## src/rtl/cache_mem_arbiter.sv

```systemverilog
// ---------------------------------------------------------------------------
// cache_mem_arbiter
// Shares the single DRAM port between the icache and dcache masters. One
// transaction at a time, non-pipelined. The dcache has priority, but after
// STARVE_LIMIT consecutive dcache grants with the icache waiting, the icache
// is served next. transfer_in_progress stalls the pipeline while a DRAM
// transaction is outstanding.
//
// Optional feature macro: ARB_TIMEOUT_EN
//   defined   -> 16-bit watchdog in BUSY; after TIMEOUT_CYCLES without
//                mem_ready the transaction is closed with 32'hDEADBEEF and
//                the sticky arb_error flag is set.
//   undefined -> BUSY waits indefinitely, arb_error tied 0.
//
// Ports
//   clk, reset_n                 clock, async active-low reset
//   i_req/i_rw/i_addr/i_wdata    icache command (byte enables implied all-ones)
//   i_ready/i_rdata              icache completion pulse and read data
//   d_req/d_rw/d_addr/d_wdata/d_byte_en  dcache command
//   d_ready/d_rdata              dcache completion pulse and read data
//   mem_req/mem_rw/mem_addr/mem_wdata/mem_byte_en  registered DRAM command
//   mem_ready/mem_rdata          DRAM completion and read data
//   transfer_in_progress         high while a DRAM transaction is outstanding
//   arb_error                    sticky watchdog timeout flag
// ---------------------------------------------------------------------------
module cache_mem_arbiter #(
   parameter int unsigned ADDR_W         = 12,
   parameter int unsigned DATA_W         = 32,
   parameter int unsigned STARVE_LIMIT   = 4,
   parameter int unsigned TIMEOUT_CYCLES = 256
) (
   input  logic                clk,
   input  logic                reset_n,
   input  logic                i_req,
   input  logic                i_rw,
   input  logic [ADDR_W-1:0]   i_addr,
   input  logic [DATA_W-1:0]   i_wdata,
   output logic                i_ready,
   output logic [DATA_W-1:0]   i_rdata,
   input  logic                d_req,
   input  logic                d_rw,
   input  logic [ADDR_W-1:0]   d_addr,
   input  logic [DATA_W-1:0]   d_wdata,
   input  logic [DATA_W/8-1:0] d_byte_en,
   output logic                d_ready,
   output logic [DATA_W-1:0]   d_rdata,
   output logic                mem_req,
   output logic                mem_rw,
   output logic [ADDR_W-1:0]   mem_addr,
   output logic [DATA_W-1:0]   mem_wdata,
   output logic [DATA_W/8-1:0] mem_byte_en,
   input  logic                mem_ready,
   input  logic [DATA_W-1:0]   mem_rdata,
   output logic                transfer_in_progress,
   output logic                arb_error
);

   localparam int unsigned BE_W  = DATA_W / 8;
   localparam int unsigned CNT_W = 4;
   localparam logic [CNT_W-1:0] STARVE_MAX = CNT_W'(STARVE_LIMIT);
   localparam logic [CNT_W-1:0] CNT_SAT    = '1;

   typedef enum logic [1:0] {
      IDLE   = 2'd0,
      BUSY_I = 2'd1,
      BUSY_D = 2'd2,
      DONE   = 2'd3
   } state_t;

   typedef struct packed {
      logic              rw;
      logic [ADDR_W-1:0] addr;
      logic [DATA_W-1:0] wdata;
      logic [BE_W-1:0]   byte_en;
   } cmd_t;

   state_t            state_q, state_d;
   logic [CNT_W-1:0]  starve_q, starve_d;
   cmd_t              cmd_q, cmd_d;
   logic              mem_req_q, mem_req_d;
   logic              tip_q, tip_d;
   logic              i_ready_q, i_ready_d;
   logic              d_ready_q, d_ready_d;
   logic [DATA_W-1:0] i_rdata_q, i_rdata_d;
   logic [DATA_W-1:0] d_rdata_q, d_rdata_d;

   // Transaction close request, and the data to return with it
   logic              fin_c;
   logic              fin_load_c;
   logic [DATA_W-1:0] fin_data_c;

`ifdef ARB_TIMEOUT_EN
   localparam int unsigned WD_W = 16;
   localparam logic [WD_W-1:0]   WD_LAST      = WD_W'(TIMEOUT_CYCLES - 1);
   localparam logic [DATA_W-1:0] TIMEOUT_DATA = DATA_W'(32'hDEADBEEF);
   logic [WD_W-1:0] wd_q, wd_d;
   logic            err_q, err_d;
`endif

   // State and registered outputs
   always_ff @(posedge clk or negedge reset_n) begin
      if (!reset_n) begin
         state_q   <= IDLE;
         starve_q  <= '0;
         cmd_q     <= '0;
         mem_req_q <= 1'b0;
         tip_q     <= 1'b0;
         i_ready_q <= 1'b0;
         d_ready_q <= 1'b0;
         i_rdata_q <= '0;
         d_rdata_q <= '0;
`ifdef ARB_TIMEOUT_EN
         wd_q      <= '0;
         err_q     <= 1'b0;
`endif
      end else begin
         state_q   <= state_d;
         starve_q  <= starve_d;
         cmd_q     <= cmd_d;
         mem_req_q <= mem_req_d;
         tip_q     <= tip_d;
         i_ready_q <= i_ready_d;
         d_ready_q <= d_ready_d;
         i_rdata_q <= i_rdata_d;
         d_rdata_q <= d_rdata_d;
`ifdef ARB_TIMEOUT_EN
         wd_q      <= wd_d;
         err_q     <= err_d;
`endif
      end
   end

   // Arbitration, transaction tracking and next-output computation
   always_comb begin
      state_d    = state_q;
      starve_d   = starve_q;
      cmd_d      = cmd_q;
      mem_req_d  = mem_req_q;
      tip_d      = tip_q;
      i_ready_d  = 1'b0;
      d_ready_d  = 1'b0;
      i_rdata_d  = i_rdata_q;
      d_rdata_d  = d_rdata_q;
      fin_c      = 1'b0;
      fin_load_c = 1'b0;
      fin_data_c = mem_rdata;
`ifdef ARB_TIMEOUT_EN
      wd_d       = wd_q;
      err_d      = err_q;
`endif
      case (state_q)
         IDLE: begin
            // dcache wins unless the icache has waited through STARVE_LIMIT dcache grants
            if (d_req && !(i_req && starve_q == STARVE_MAX)) begin
               state_d   = BUSY_D;
               cmd_d     = '{rw: d_rw, addr: d_addr, wdata: d_wdata, byte_en: d_byte_en};
               mem_req_d = 1'b1;
               tip_d     = 1'b1;
               if (!i_req)
                  starve_d = '0;
               else if (starve_q != CNT_SAT)
                  starve_d = starve_q + 1'b1;
            end else if (i_req) begin
               state_d   = BUSY_I;
               cmd_d     = '{rw: i_rw, addr: i_addr, wdata: i_wdata, byte_en: '1};
               mem_req_d = 1'b1;
               tip_d     = 1'b1;
               starve_d  = '0;
            end else begin
               starve_d  = '0;
            end
`ifdef ARB_TIMEOUT_EN
            wd_d = '0;
`endif
         end
         BUSY_I, BUSY_D: begin
            if (mem_ready) begin
               fin_c      = 1'b1;
               fin_load_c = !cmd_q.rw;
            end
`ifdef ARB_TIMEOUT_EN
            else if (wd_q == WD_LAST) begin
               fin_c      = 1'b1;
               fin_load_c = 1'b1;
               fin_data_c = TIMEOUT_DATA;
               err_d      = 1'b1;
            end else begin
               wd_d = wd_q + 1'b1;
            end
`endif
         end
         DONE:    state_d = IDLE;
         default: state_d = IDLE;
      endcase

      // Close the transaction: drop the DRAM request and pulse the owner's ready
      if (fin_c) begin
         state_d   = DONE;
         mem_req_d = 1'b0;
         tip_d     = 1'b0;
         if (state_q == BUSY_I) begin
            i_ready_d = 1'b1;
            if (fin_load_c) i_rdata_d = fin_data_c;
         end else begin
            d_ready_d = 1'b1;
            if (fin_load_c) d_rdata_d = fin_data_c;
         end
      end
   end

   assign i_ready              = i_ready_q;
   assign i_rdata              = i_rdata_q;
   assign d_ready              = d_ready_q;
   assign d_rdata              = d_rdata_q;
   assign mem_req              = mem_req_q;
   assign mem_rw               = cmd_q.rw;
   assign mem_addr             = cmd_q.addr;
   assign mem_wdata            = cmd_q.wdata;
   assign mem_byte_en          = cmd_q.byte_en;
   assign transfer_in_progress = tip_q;
`ifdef ARB_TIMEOUT_EN
   assign arb_error            = err_q;
`else
   assign arb_error            = 1'b0;
`endif

endmodule

```

## config.mk

```make
export PLATFORM = sky130hd
export DESIGN_NAME = cache_mem_arbiter
export DESIGN_NICKNAME = d
export VERILOG_FILES = /design/src/rtl/cache_mem_arbiter.sv
export SDC_FILE = /design/constraint.sdc
export NUM_CORES = 1
export LEC_CHECK = 0
export CAP_MARGIN = 30
export CORE_ASPECT_RATIO = 0.9
export CORE_MARGIN = 10
export CORE_UTILIZATION = 30
export DETAILED_ROUTE_END_ITERATION = 7
export PLACE_DENSITY = 0.6
export SYNTH_ARGS = -nofsm -noshare
export SYNTH_HDL_FRONTEND = slang
export SYNTH_SLANG_ARGS = --single-unit
```

## constraint.sdc

```tcl
create_clock -name clk -period 1.7 [get_ports clk]
set_input_delay 0.34 -clock clk [delete_from_list [all_inputs] [get_ports clk]]
set_output_delay 0.34 -clock clk [all_outputs]
set_load 0.01 [all_outputs]
```

Word level (Yosys, flattened, before mapping)
Index checks and enable logic that the tools add are counted.

Input bits: 131. Register bits after elaboration: 122. Logic and storage cells: 57. Bits in read-only memories: 0. Latch bits: 0. Output and inout bits: 118. Memory bits (writable): 0. Memories kept: 0.

Shift operators: 0. Multiplexer cells: 21. Bitwise logic cells: 1. Div/mod/pow operators: 0. Multiply operators: 0. Eq/ne operators: 7. Reduce and logical (&&, ||, !) cells: 16. Magnitude comparators: 0. Add/subtract/negate cells: 1.

Operators by type and width (number): 49-bit two-way mux (2); 1-bit two-way mux (12); 4-bit two-way mux (3); 4-bit inequality test, second input constant (2); 2-bit AND reduction (4); 2-bit two-way mux (3); 3-bit AND reduction (2); 3-bit nonzero test (2); 4-bit by 1-bit adder with 4-bit output, second input constant (1); 2-bit equality test, second input constant (2); 4-bit by 3-bit equality test with 1-bit output, second input constant (1); 2-bit one-hot mux with 2 select lines (1); 2-bit nonzero test (2); 3-bit by 2-bit inequality test with 1-bit output, second input constant (1); 2-bit by 1-bit equality test with 1-bit output, second input constant (1); 1-bit logical AND (2); 1-bit zero test (2); 2-bit zero test (1); 2-bit OR reduction (1); 1-bit NOT (1).

Logic depth before layout (Yosys ltp)
Depth in word-level cells: 7. Depth in mapped cells: 7.

Worst setup path before layout
No wires, ideal clock.

Path type: reg2reg. Start: reg state_q[0]. End: reg d_rdata_q[10], in the netlist d_rdata[10]. Arrival time: 1.567 ns. Clock period less this slack: 1.692 ns. Path slack: 0.008 ns. Library setup time: 0.125 ns. Data required time: 1.575 ns. Path buffers: 1. Cell stages (with the launch flop): 7. Cells stage by stage: dfrtp_1 > inv_1 > ha_1 > nand2_2 > nor3_4 > buf_6 > mux2_2.

Word-level cells in the longest chain between the ends: 4. Elaborated cells on any way between the ends: 7. Classes of those cells: eq/ne (2); mux (2); bitwise (1); reduce/logical (2).

RTL lines: from (decl) (RTL line 77) `state_t state_q, state_d;`; from (signal assigned) (RTL line 117) `state_q <= state_d;`; 2-bit by 1-bit equality test with 1-bit output / 2-bit equality test (equally long branches) (RTL line 151, 201); 2-bit OR reduction (RTL line 151) `case (state_q)`; 1-bit two-way mux (RTL line 151); 3-bit AND reduction (no source line) (*); to (signal assigned) (RTL line 125) `d_rdata_q <= d_rdata_d;`; to (decl) (RTL line 85) `logic [DATA_W-1:0] d_rdata_q, d_rdata_d;`.

Mark *: on every way between the ends. The rest lies on a longest branch, timed or not. A chain may end at the register's enable or synchronous reset.

Worst setup path in the final report
Start: reg state_q[0]. End: reg d_rdata_q[11], in the netlist d_rdata[11].

Same word-level chain as after synthesis.

==> impl_metrics.csv <==
group,metric,value,unit
status,outcome,"complete, but fails checks",
status,violations,"setup timing",
yosys,yosysSeqAreaShare,0.548,
layout,ff_latch_area,0.00305,mm²
setup_path,cp-startpoint,"state_q[0]",
placed_design,place_area,0.00843,mm²
setup_path,rrSetupSlack,-0.02,ns
detailed_routing,drt-initial-drc-count,242,
yosys,synthArstFlopShare,1.00,
clock_network,numClockSinks,122,
yosys,synthSimpleGateAreaFrac,0.147,
timing,post-route-period-util,1.01,
timing,skew,0.00959,ns
global_routing,grt_pass1_vias,5202,
layout,multi_input_area,0.00242,mm²
setup_path,crit_arrival,2.01,ns
power,total_power,18.0,mW
global_routing,grt_max_degree,44,
yosys,synthMuxAreaShare,0.133,
yosys,synth_compound_area_frac,0.115,
yosys,synth_warnings,0,
layout,stdcell_count,984,
clock_network,cts_root_buf,"clkbuf_16",
global_routing,antenna_found_initial,0,
detailed_routing,wl,20800,µm
yosys,synth_area,0.00558,mm²
yosys,ys.flop_type,"dfrtp_1",
timing,rsz0062_at_grt,"true",
floorplanning,fp.dieArea,0.0244,mm²
yosys,synth_top_cell_area_share,0.548,
yosys,synth_xor_area_frac,0,
layout,n_fill_cell,1588,
timing,fin_crit,1.72,ns
timing,setup_violations,18,
power,leakage,4.55,nW
layout,syn2layout_area_growth,70.7,%
floorplanning,fp-row-count,47,
detailed_routing,dr_total_vias,4794,
timing,fin_ws,-0.0230,ns
clock_network,cts_buffers,17,
power,max-vdd-ir-drop,845,µV
setup_path,rr_startpoint,"state_q[0]",
placed_design,placed_cells,941,
layout,final_nets,862,
setup_path,cp-endpoint,"d_rdata[11]",
setup_path,crit_type,"reg -> reg",
floorplanning,coreArea,0.0183,mm²
clock_network,clk_pin_slew,0.06,ns
floorplanning,initial_utilization,0.304,
floorplanning,num_io_pins,249,
setup_path,endpoint_kind,"flip-flop",
detailed_routing,final_antenna_net_count,0,
clock_network,h-tree-depth,4,
global_routing,grt_pass1_wl,30900,µm
detailed_routing,wire_per_inst,21.1,µm
placed_design,place.gp.congestion,0.783,
placed_design,io_buffers,247,
layout,utilization,0.519,
detailed_routing,drc,0,
clock_network,clk_latency,0.41,ns
yosys,synth_cell_types,31,
setup_path,r2r_cells,7,
job,cap_violations,0,
clock_network,cts_tree,"built",
setup_path,worstReg2RegEnd,"d_rdata[11]",
hold_path,min_from,"d_req",
yosys,synth-seq-cells,122,
yosys,synth_top_family_by_area,"simple AND/OR/NAND/NOR gates",
yosys,synth_cells,463,
yosys,synth_top_area_cell,"dfrtp_1",
yosys,ys_top_cells_by_count,"dfrtp_1, nand2_1, mux2_2, o211ai_2, nand4_1",
timing,hold-worst-slack,0.364,ns
detailed_routing,firstDrtPassIters,4,
yosys,ys_top_cells_by_area,"dfrtp_1, mux2_2, o211ai_2, nand2_1, nand4_1",
timing,finalHoldViolCount,0,
setup_path,startpoint_type,"flip-flop",
setup_path,critPathRequiredTime,1.99,ns
layout,layout-drive-gt1-share,0.253,
layout,final_area,0.00952,mm²
hold_path,hold_path.class,"in -> reg",
power,p_per_area,1890,mW/mm²
global_routing,overflow,0,
placed_design,dpl.hpwl,14700,µm
timing,fmax,580,MHz
detailed_routing,viasPerCell,4.87,
timing,report.final.slew_viol_count,0,
setup_path,crit_fanout,8,
yosys,synth_fa_ha_area_frac,0.0112,
layout,antenna_cells,0,
yosys,synthesis.nets,599,
floorplanning,chipHeight,149,µm
yosys,synth_edf_count,0,
yosys,synth.most_common_cell,"dfrtp_1",
floorplanning,die_w,164,µm
clock_network,clk_path_buf_depth,2,
global_routing,grt.total_usage,0.162,
yosys,synth.avg_cell_area,12.0,µm²
metrics by stage:
stage	TNS (ns)	setup slack, ns
3_3_place_gp	-5.96	-0.114
5_1_grt	-1.92	-0.0697
6_report	-0.220	-0.0230
2_1_floorplan	0	0.00840
3_5_place_dp	-7.01	-0.127
4_1_cts	0	0.000466
final cells by class:
type                       instances  share of cell area
sequential                       122               0.321
timing repair buffer             284               0.319
tap                              245              0.0322
clock buffer                      22              0.0498
clock inverter                    10              0.0222
inverter                           4             0.00158
multi-input combinational        297               0.254
state kept, by name, indices dropped and copies added, names as in the netlist, 2 cells and up:
signal	cells
d_rdata	32
mem_addr	12
i_rdata	32
starve_q	4
mem_wdata	32
state_q	2
mem_byte_en	4
how the worst min path moves through the flow:
stage / cells past startpoint / slack, ns / endpoint
6_report: 3 / 0.36 / mem_wdata[16]
2_1_floorplan: 0 / 0.04 / d_rdata[0]
4_1_cts: 3 / 0.35 / mem_wdata[16]
5_1_grt: 3 / 0.38 / mem_wdata[17]
3_5_place_dp: 1 / 0.30 / mem_byte_en[3]
3_3_place_gp: 1 / 0.30 / mem_byte_en[3]
per-layer routing:
metal	part of all wire	routed length, µm	GRT usage
met3	0.057	1180	0.0439
met1	0.38	7840	0.182
met4	0.028	572	0.0589
met2	0.54	11200	0.288
met5	0	0	0
placed cells by master, fill, tap and decap left out, types with 2 or more instances in the layout:
| cell type | Yosys | layout |
|---|---|---|
| a21oi_1 | 6 | 6 |
| and3_1 | 2 | 2 |
| buf_12 | 0 | 9 |
| buf_16 | 0 | 2 |
| buf_4 | 3 | 23 |
| buf_6 | 8 | 2 |
| bufinv_16 | 0 | 6 |
| clkbuf_1 | 12 | 2 |
| clkbuf_16 | 0 | 18 |
| clkbuf_8 | 0 | 3 |
| clkdlybuf4s50_1 | 0 | 188 |
| clkinv_4 | 0 | 2 |
| dfrtp_1 | 122 | 122 |
| dlygate4sd2_1 | 0 | 7 |
| dlymetal6s2s_1 | 0 | 50 |
| ha_1 | 5 | 4 |
| inv_1 | 4 | 2 |
| inv_2 | 0 | 2 |
| mux2_2 | 62 | 32 |
| mux2_4 | 0 | 32 |
| mux2i_1 | 2 | 2 |
| nand2_1 | 91 | 91 |
| nand2b_1 | 2 | 2 |
| nand3_1 | 8 | 8 |
| nand3b_1 | 3 | 3 |
| nand4_1 | 45 | 45 |
| nand4b_1 | 2 | 2 |
| nor2_1 | 9 | 9 |
| o211ai_2 | 46 | 46 |
worst max-delay path, cell delays in order, from the launching register on:
cell and delay [ns]:
dfrtp_1 0.38, inv_2 0.06, ha_4 0.28, nand2_4 0.05, nor3_4 0.20, buf_6 0.17
buf_16 0.15, mux2_4 0.30
where the power goes:
part | total (mW) | switching, mW | leakage (nW) | internal (mW)
logic | 8.58 | 3.72 | 2.74 | 4.86
registers | 5.19 | 0.824 | 1.48 | 4.36
clock network | 4.20 | 1.32 | 0.335 | 2.88
total | 18.0 | 5.86 | 4.55 | 12.1
logic make-up after synthesis:
logic type      count (synthesis)
compound gates                 57
fa+ha+maj                       5
buf+inv                        44
flops                         122
mux                            66
other cells                     1
simple gates                  168
timing repair:
action | in CTS | in global routing
resized for setup | 12 | 85
buffers inserted | 4 | 3
pin swaps | 0 | 2
cloned | 2 | 1
endpoints found under the hold margin | 24 | 0
endpoints found under the setup margin | 39 | 79
hold buffers | 1 | 0
Power figures use the tool's default switching activity.
